[src/rtl/poly_inverse.sv]
// poly_inverse: inverse of the board's quadratic evaluator.
// Loads A, B, C and target Y one operand per go press, then searches
// x = 0 .. 2^WIDTH-1 for the smallest x with (A*x^2 + B*x + C) mod 2^WIDTH == Y.
// The polynomial is stepped with forward differences, so no multiplier is used.
//
// Ports:
//   clk       system clock
//   resetn    synchronous, active-low reset (aborts any search in progress)
//   go        level, active-high; advances the operand-load sequence
//   data_in   operand value (switches)
//   x_result  smallest root found, 0 if none
//   found     1 = x_result is a valid root of the last search
//   done      1 = last search completed, result outputs valid
//   busy      1 while initialising or searching
module poly_inverse #(
  parameter int WIDTH = 8
) (
  input  logic             clk,
  input  logic             resetn,
  input  logic             go,
  input  logic [WIDTH-1:0] data_in,
  output logic [WIDTH-1:0] x_result,
  output logic             found,
  output logic             done,
  output logic             busy
);

  typedef enum logic [3:0] {
    LOAD_A,
    LOAD_A_WAIT,
    LOAD_B,
    LOAD_B_WAIT,
    LOAD_C,
    LOAD_C_WAIT,
    LOAD_Y,
    LOAD_Y_WAIT,
    INIT,
    SEARCH
  } state_t;

  state_t state, state_nxt;

  logic [WIDTH-1:0] a, b, c, y;
  logic [WIDTH-1:0] x;  // current candidate
  logic [WIDTH-1:0] f;  // poly(x) mod 2^WIDTH
  logic [WIDTH-1:0] d;  // poly(x+1) - poly(x) = 2Ax + A + B

  logic hit, last;
  assign hit  = (f == y);
  assign last = (x == '1);

  always_ff @(posedge clk) begin
    if (!resetn) state <= LOAD_A;
    else         state <= state_nxt;
  end

  always_comb begin
    state_nxt = state;
    unique case (state)
      LOAD_A:      if (go)  state_nxt = LOAD_A_WAIT;
      LOAD_A_WAIT: if (!go) state_nxt = LOAD_B;
      LOAD_B:      if (go)  state_nxt = LOAD_B_WAIT;
      LOAD_B_WAIT: if (!go) state_nxt = LOAD_C;
      LOAD_C:      if (go)  state_nxt = LOAD_C_WAIT;
      LOAD_C_WAIT: if (!go) state_nxt = LOAD_Y;
      LOAD_Y:      if (go)  state_nxt = LOAD_Y_WAIT;
      LOAD_Y_WAIT: if (!go) state_nxt = INIT;
      INIT:        state_nxt = SEARCH;
      SEARCH:      if (hit || last) state_nxt = LOAD_A;
      default:     state_nxt = LOAD_A;
    endcase
  end

  assign busy = (state == INIT) || (state == SEARCH);

  always_ff @(posedge clk) begin
    if (!resetn) begin
      a        <= '0;
      b        <= '0;
      c        <= '0;
      y        <= '0;
      x        <= '0;
      f        <= '0;
      d        <= '0;
      x_result <= '0;
      found    <= 1'b0;
      done     <= 1'b0;
    end else begin
      unique case (state)
        LOAD_A: a <= data_in;
        LOAD_B: b <= data_in;
        LOAD_C: c <= data_in;
        LOAD_Y: y <= data_in;
        INIT: begin
          x        <= '0;
          f        <= c;
          d        <= a + b;
          x_result <= '0;
          found    <= 1'b0;
          done     <= 1'b0;
        end
        SEARCH: begin
          // A hit is tested before the end-of-range exit so the last
          // candidate is still considered.
          if (hit) begin
            x_result <= x;
            found    <= 1'b1;
            done     <= 1'b1;
          end else if (last) begin
            x_result <= '0;
            found    <= 1'b0;
            done     <= 1'b1;
          end else begin
            x <= x + 1'b1;
            f <= f + d;
            d <= d + {a[WIDTH-2:0], 1'b0};
          end
        end
        default: ;
      endcase
    end
  end

endmodule

[config.mk]
export PLATFORM = sky130hd
export DESIGN_NAME = poly_inverse
export DESIGN_NICKNAME = d
export VERILOG_FILES = /design/src/rtl/poly_inverse.sv
export SDC_FILE = /design/constraint.sdc
export NUM_CORES = 1
export LEC_CHECK = 0
export BUFFER_PORTS_ARGS = -buffer_cell sky130_fd_sc_hd__buf_2
export CORE_ASPECT_RATIO = 0.75
export CORE_UTILIZATION = 51
export DETAILED_ROUTE_END_ITERATION = 12
export PLACE_DENSITY = 0.75
export SLEW_MARGIN = 5
export SYNTH_ARGS = -nofsm -noshare
export SYNTH_HDL_FRONTEND = slang
export SYNTH_SLANG_ARGS = --single-unit
[constraint.sdc]
create_clock -name clk -period 6.4 [get_ports clk]
set_input_delay 0.32 -clock clk [delete_from_list [all_inputs] [get_ports clk]]
set_output_delay 0.32 -clock clk [all_outputs]
set_load 0.005 [all_outputs]
==> summary by stage, run 1 <==
Die
The core area is 6864 sq um. 22 I/O pins were placed. Measured along the x axis, the die boundary spans 99.67 um. The floorplan step set the die height to 75.25 um. The standard-cell row count is 26. For this configuration, the core starts out at a cell density of 0.5315. The die area is 7500 sq um.

Logic synthesis
After synthesis the cells add up to 3648 sq um. In the synthesized netlist the dominant register cell turns out to be sky130_fd_sc_hd__dfxtp_1. Of the synthesized area, sequential elements account for 0.3841. Synthesis produced a netlist with a net count of 456. The number of different library cells in the post-synthesis netlist is 57. Ranked by total cell area, the synthesized netlist is headed by sky130_fd_sc_hd__dfxtp_1, sky130_fd_sc_hd__nand2_1, sky130_fd_sc_hd__ha_1. The register bit count reported by yosys is 70.

The compound-cell area share of the yosys netlist is 0.2335. The fraction of the mapped netlist area in adder cells is 0.08848. Of all flip-flops after synthesis, the portion carrying an async set or reset was 0. Of the post-synthesis cell area, the part taken by muxes is 0.03018. The count of mapped cells out of synthesis is 421. The synthesized design contains 0 enable-type register cells. Of the total synthesized cell area, the portion taken by XOR and XNOR cells is 0.05521. Summed over all instances, the cell type with the most area after synthesis is sky130_fd_sc_hd__dfxtp_1. The synthesized-area fraction occupied by and/or/nand/nor cells is 0.1752. After synthesis, the largest family of logic cells by area is compound AO/OA/AOI/OAI gates. For this run, the number of Yosys warnings is 0. The share of synthesized area in the top cell type comes to 0.3841. The average instance area after synthesis is 8.666 sq um.

Placed design
The placement-stage worst setup slack is 3.988 ns. The final weighted congestion in routability-driven placement is 0.8004. The number of buffers inserted by port buffering is 21.

The sum of net half-perimeters after detailed placement is 6405 um.

Clock tree
The root buffer cell is sky130_fd_sc_hd__clkbuf_8. The number of H-tree levels is 3. TritonCTS built the clock tree. The clock network latency to the later pin of the worst-skew pair is 0.34 ns. Clock-pin slew was measured on the worst setup and hold paths at 0.08 ns. Clock tree synthesis inserted a total of 9 buffers. The maximum clock path buffer count is 2. The number of post-CTS setup repair buffers is 0. The number of clock sinks is 70.

The count of hold-fix buffers inserted at cts is 0. Post-CTS repair changed the size of 0 cells.

Global route
After global routing the overflow that remains totals 0. Entering global routing, the biggest net connects 51 pins. The global-route wire length before repair is 14040 um. The via count of the first global-routing pass came to 2726. The number of antenna violations at the first check in global routing is 0. The combined global-route utilization of all metal layers is 0.2480.

Finish
The library cell used most frequently in the layout, excluding fill and tap cells, is sky130_fd_sc_hd__nand2_1. In the final layout, the share of cells above drive strength 1 is 0.1061. 0 antenna diodes ended up in the layout. The net count of the finished layout is 473. In the layout the commonest cells are sky130_fd_sc_hd__nand2_1, sky130_fd_sc_hd__dfxtp_1, sky130_fd_sc_hd__a21oi_1, sky130_fd_sc_hd__nor2_1. The area growth from synthesis to layout is 10.12%.

Worst setup path
Traced cell by cell, the critical path runs through or3b_1, a21oi_2, o221ai_1, o211a_1. The maximum single-stage delay on the critical path is 0.82 ns. The required time at the endpoint of the critical path is 6.64 ns.

The kind of end point of the critical path is a flip-flop. The worst setup path is of the reg -> reg kind. Of all nets on the critical path, the largest fanout is 25. The worst path arrival time is 2.71 ns. The slowest stage cell on the critical path is sky130_fd_sc_hd__a21oi_2. The worst setup path is launched from a flip-flop.

Timing
The count of final max-slew check failures was 0. Setup violations remaining at the end of the flow were counted as 0. The share of the clock period used by the worst path after layout is 0.3854.

The least setup slack across all paths after layout is 3.934 ns. The fmax is 405.5 MHz. Setup repair after global routing left no endpoint under its margin. The worst slew margin relative to its limit is 0.2856. At the pin with the least slew margin, the transition time is 1.063 ns. In the final timing run, aggregate negative setup slack is 0 ns. The hold violation count in the final report is 0. The final critical delay including setup and external delays is 2.466 ns. The clock arrives with 0.007686 ns of skew.

Run
The total of max-cap violations is 0.

Power
The power density normalized to cell area is 221.4 nW/um^2. The leakage power summed over all cells is 0.001534 uW. The worst-case IR drop observed on VDD is 0.1466 mV.

Hold path
The worst hold path class is in -> reg.

Drt
The number of vias per cell is 5.843. For this run, design rule violations remaining after detail routing come to 0. The count of nets left with antenna violations once routing finished came out at 0. Before antenna repair, the detailed router went through 5 iterations. The average wire per standard cell is 16.24 um. The detailed router finished its first iteration with 330 violations. The post-detailed-routing wire length is 8788 um. The routed layout has 3161 vias.

Outcome
The run finished with clean final reports.
==> Yosys cell counts (all sizes together) (2+ instances only) <==
cell type and count:
a2111oi 2, clkinv 2, o31a 2, nand2b 3, nand3 5, dfxtp 70
nor2b 4, inv 8, a311oi 7, xor2 3, nor3 7, a211oi 15
a21oi 42, nor4 2, a211o 2, a22oi 3, a21o 5, o21a 5
a31o 2, nand4 2, clkbuf 9, nor2 38, buf 8, o21bai 3
ha 21, o22ai 2, a32o 8, xnor2 20, o21ai 16, fa 3
mux2i 11, o221ai 2, or3 2, nand2 73
==> state kept, by name, summed over array words and instances, names as in the netlist <==
register	cells
state	4
found	1
done	1
c	8
b	8
f	8
d	8
x	8
y	8
x_result	8
a	8
==> metal layers <==
| layer | wire length [um] | global-route usage | up-vias |
|---|---|---|---|
| li1 | - | - | 1552 |
| met1 | 4375 | 0.3731 | 1510 |
| met2 | 3730 | 0.3693 | 92 |
| met3 | 614 | 0.04735 | 7 |
| met4 | 68 | 0.04902 | 0 |
| met5 | 0 | 0 | - |
==> cells by family after synthesis <==
kind of cell / count (synthesis)
adder cells (fa/ha/maj): 24
buffers and inverters: 27
AND/OR/NAND/NOR: 143
XOR/XNOR: 23
flip-flops: 70
AO/OA/AOI/OAI: 123
multiplexers: 11
==> area by class of cell <==
type	count	area, sq um
Clock buffer	12	155.1
Multi-Input combinational cell	324	2126
Tap cell	98	122.6
Timing Repair Buffer	23	120.1
Clock inverter	4	53.80
Sequential cell	70	1401
Fill cell	615	2846
Inverter	10	38.79
==> worst max-delay path: cells and delay by family, from the launching register on <==
family	cells	cell delay, ns
and+or+nand+nor	1	0.56
AOI/OAI and AO/OA	3	1.34
DFF	1	0.45
==> stage by stage <==
step           area [sq um]  hold slack (ns)  cells  total power [uW]  utilization
3_3_place_gp           3809           0.4508    525             520.6       0.5549
2_1_floorplan          3649           0.4319    421             503.1            -
6_report               4018           0.2388    541             889.7       0.5853
4_1_cts                4018           0.2318    541             892.1       0.5853
3_5_place_dp           3809           0.4628    525             522.3       0.5549
5_1_grt                4018           0.2407    541             919.6       0.5853
==> power breakdown <==
group	internal (uW)	total, uW	switching [uW]
combinational	24.7	61.7	37.1
sequential	442	452	9.59
clock	203	376	173
==> path summary, 6_finish.rpt <==
check	start	end	slack, ns	cells after the start
worst max-delay path	state[3]	d[3]	3.93	4
worst min-delay path	data_in[6]	c[6]	0.24	3
worst max register to register	state[3]	d[3]	3.93	4
worst min register to register	d[0]	d[0]	0.48	2
(Power assumes the default switching activity.)
==> run 2: changes to the inputs <==
clock period = 2.4 ns   (was 6.4 ns; I/O delays follow)
==> run 2 against run 1 <==
Global-route usage increased by 0.80 points. Non-clock buffer count increased by 11. Die area did not move. Combinational power rose to 2.8 times the previous value. Clock skew is 0.0053 ns higher. Sequential cell count stayed put. Cell count is 2.0% higher. Largest power group unchanged. Wire length is 2.0% higher. Utilization up 1.6 points. Final area increased by 2.7%. Worst hold slack got worse by 0.20 ns.
==> summary by stage, run 2 (synthesis gave the netlist of run 1 again) <==
Outcome
The flow ran to the end, and the final reports show no timing, DRC or antenna violations.

Worst setup path
The worst setup path is of the reg -> reg kind. The depth of the most critical reg-to-reg path came to 6 (+2). The critical register-to-register path endpoint is x_result[4].

The required time at the endpoint of the critical path came to 2.70 ns (-3.94 ns). The worst register-to-register path begins at state[3]. The critical path ends at x_result[4]. The largest fanout on the critical path is 16 (-36%). The most critical setup path has its startpoint at state[3]. The kind of end point of the critical path is a flip-flop. The worst reg-to-reg setup slack came to 0.17 ns (-3.77 ns). The worst path arrival time came to 2.53 ns (-0.18 ns). The element type at the critical path start is a flip-flop.

Power
The highest ir drop seen on vdd came to 0.3686 mV (+150%). The logic gate share of total power is 0.072 (+0.003). The switching share of power is 0.2421 (-0.005030).

The register share of total power is 0.494 (-0.014). The leakage power summed over all cells is 0.001600 uW (+4.3%). The power density normalized to cell area is 588.6 nW/um^2 (+170%). The clock power share was 0.435 (+0.012). The final total power is 2429 uW (+170%). The net switching power is 588.0 uW (+170%).

The internal portion of total power was 1841 uW (+170%).

Timing
The final critical delay including setup and external delays is 2.232 ns (-0.2345 ns). The clock tree skew after final layout is 0.01303 ns (+0.005345 ns). The worst slew margin relative to its limit is 0.1675 (-0.1181). The count of final max-slew check failures is 0 (unchanged). The aggregate negative setup slack is 0 ns (unchanged). The transition time at the pin with the least slew margin came to 1.239 ns (+0.1758 ns). The fmax is 448.1 MHz (+11%). The final setup violation count is 0 (unchanged). Setup repair after global routing left no endpoint under its margin.

The share of the clock period used by the worst path after layout was 0.9299 (+0.5446). The hold violation count in the final report was 0 (unchanged).

Clock tree
The number of post-CTS setup repair buffers came to 0 (unchanged). The clock network latency to the later pin of the worst-skew pair is 0.36 ns (+0.02 ns). The total clock buffers created by CTS was 9 (unchanged). The number of clock sinks is 70 (unchanged). The clock transition time at the flip-flop clock pins of the worst setup and hold paths was 0.08 ns (about the same). The tree is rooted in a sky130_fd_sc_hd__clkbuf_8. The maximum clock path buffer count is 2 (unchanged).

The TritonCTS clock tree is done. The number of H-tree levels is 3 (unchanged).

Drt
The number of remaining DRC errors came to 0 (unchanged). The DRC violation total after the first TritonRoute iteration is 227 (-31%). The total via count after detailed routing came to 3214 (+1.7%). The average wire per standard cell is 16.24 um (about the same).

The first-pass iteration count of the detailed router is 4 (-1). The number of vias per cell is 5.822 (-0.35%). The post-detailed-route count of antenna-violating nets is 0 (unchanged).

The post-detailed-routing wire length is 8967 um (+2.0%).

Finish
The number of diodes added for antenna fixing is 0 (unchanged). The fraction of layout instances using a drive strength above 1 is 0.1300 (+0.02386). Compared with the post-synthesis result, the final layout area differs by 13.10%. Leaving out fill and tap cells, the most frequent cells in the layout are sky130_fd_sc_hd__nand2_1, sky130_fd_sc_hd__dfxtp_1, sky130_fd_sc_hd__a21oi_1, sky130_fd_sc_hd__nor2_1. The library cell used most frequently in the layout, excluding fill and tap cells, is sky130_fd_sc_hd__nand2_1.

The fraction of the core area covered by cells at the end of the flow is 0.6012 (+0.01586). The count of non-filler cells in the finished layout is 552 (+2.0%). The number of fill cells came to 605 (-1.6%). The total non-filler cell area in the finished layout is 4126 sq um (+2.7%).

The number of nets at the end of the flow is 484 (+2.3%). The register cell area after layout is 1401 sq um (unchanged). The footprint of the multi-input gates was 2140 sq um (+0.65%).

Die
The standard-cell row count is 26 (unchanged). The die area is 7500 sq um (unchanged). The count of boundary I/O pins was 22 (unchanged). The core area was 6864 sq um (unchanged). The initial cell density of the core is 0.5315 (unchanged).

The horizontal extent of the die is 99.67 um (unchanged). The vertical die dimension is 75.25 um (unchanged).

Hold path
The worst hold path class is in -> reg. The launch instance of the worst min-delay path is data_in[5].

Global route
The via count of the first global-routing pass was 2902 (+6.5%). The global-route wire length before repair is 14390 um (+2.5%). The largest net degree at the start of global routing is 51 (unchanged). The combined global-route utilization of all metal layers came to 0.2560 (+0.007967).

The global-route congestion overflow total is 0 (unchanged). The number of antenna violations at the first check in global routing was 0 (unchanged).

Run
The total of max-cap violations was 0 (unchanged).

Placed design
The placement-stage cell area came to 3891 sq um (+2.2%). The sum of net half-perimeters after detailed placement is 6541 um (+2.1%). The number of buffers inserted by port buffering is 21 (unchanged). The number of placed instances with taps included is 536 (+2.1%). The final weighted congestion in routability-driven placement came to 0.8631 (+7.8%).
[run 2: power groups by stage]
stage                     Sequential [uW]  Clock (uW)  Combinational [uW]
after floorplan                      1220           0                 124
after global placement               1230           0                 166
after detailed placement             1230           0                 170
after CTS                            1200        1070                 171
after global routing                 1200        1120                 193
final                                1200        1060                 174
[run 2: layout make-up]
type,count,share of cell area
multi-input cells,324,0.5185
flip-flops and latches,70,0.3396
repair buffers,34,0.04912
clock buffers,10,0.03093
well taps,98,0.02972
clock inverters,6,0.02274
inverters,10,0.009400
[run 2: through the flow]
stage	setup slack [ns]	hold slack, ns
final	0.1681	0.04069
after global routing	0.01710	0.03588
after CTS	0.07440	0.02809
after detailed placement	0.1072	0.4010
after global placement	0.1492	0.3999
after floorplan	0.1951	0.2560
[run 2: repair_timing]
| action | 4_1_cts | 5_1_grt |
|---|---|---|
| hold buffers | 0 | 0 |
| resized for setup | 0 | 3 |
| endpoints found under the setup margin | 0 | 5 |
[run 2: critical path, cell delays in order, from the launching register on]
cell and delay, ns:
sky130_fd_sc_hd__dfxtp_1 0.44, sky130_fd_sc_hd__or3b_1 0.45, sky130_fd_sc_hd__buf_4 0.20, sky130_fd_sc_hd__clkinv_2 0.11
sky130_fd_sc_hd__nand2_4 0.16, sky130_fd_sc_hd__nor4_4 0.60, sky130_fd_sc_hd__a32o_1 0.21
[run 2: how the worst min path moves through the flow]
stage                     endpoint  slack [ns]  cells after the start
after global routing          c[5]        0.04                      3
after global placement        c[5]        0.40                      3
final                         c[5]        0.04                      3
after detailed placement  state[0]        0.40                      3
after CTS                     c[5]        0.03                      3
after floorplan               c[7]        0.26                      2
[run 2: layer usage]
metal / GRT usage / vias to the layer above / part of all wire
met1: 0.3576 / 1534 / 0.50
met5: 0 / - / 0
met4: 0.07516 / 0 / 0.012
met3: 0.06035 / 13 / 0.051
li1: - / 1581 / -
met2: 0.3969 / 86 / 0.44
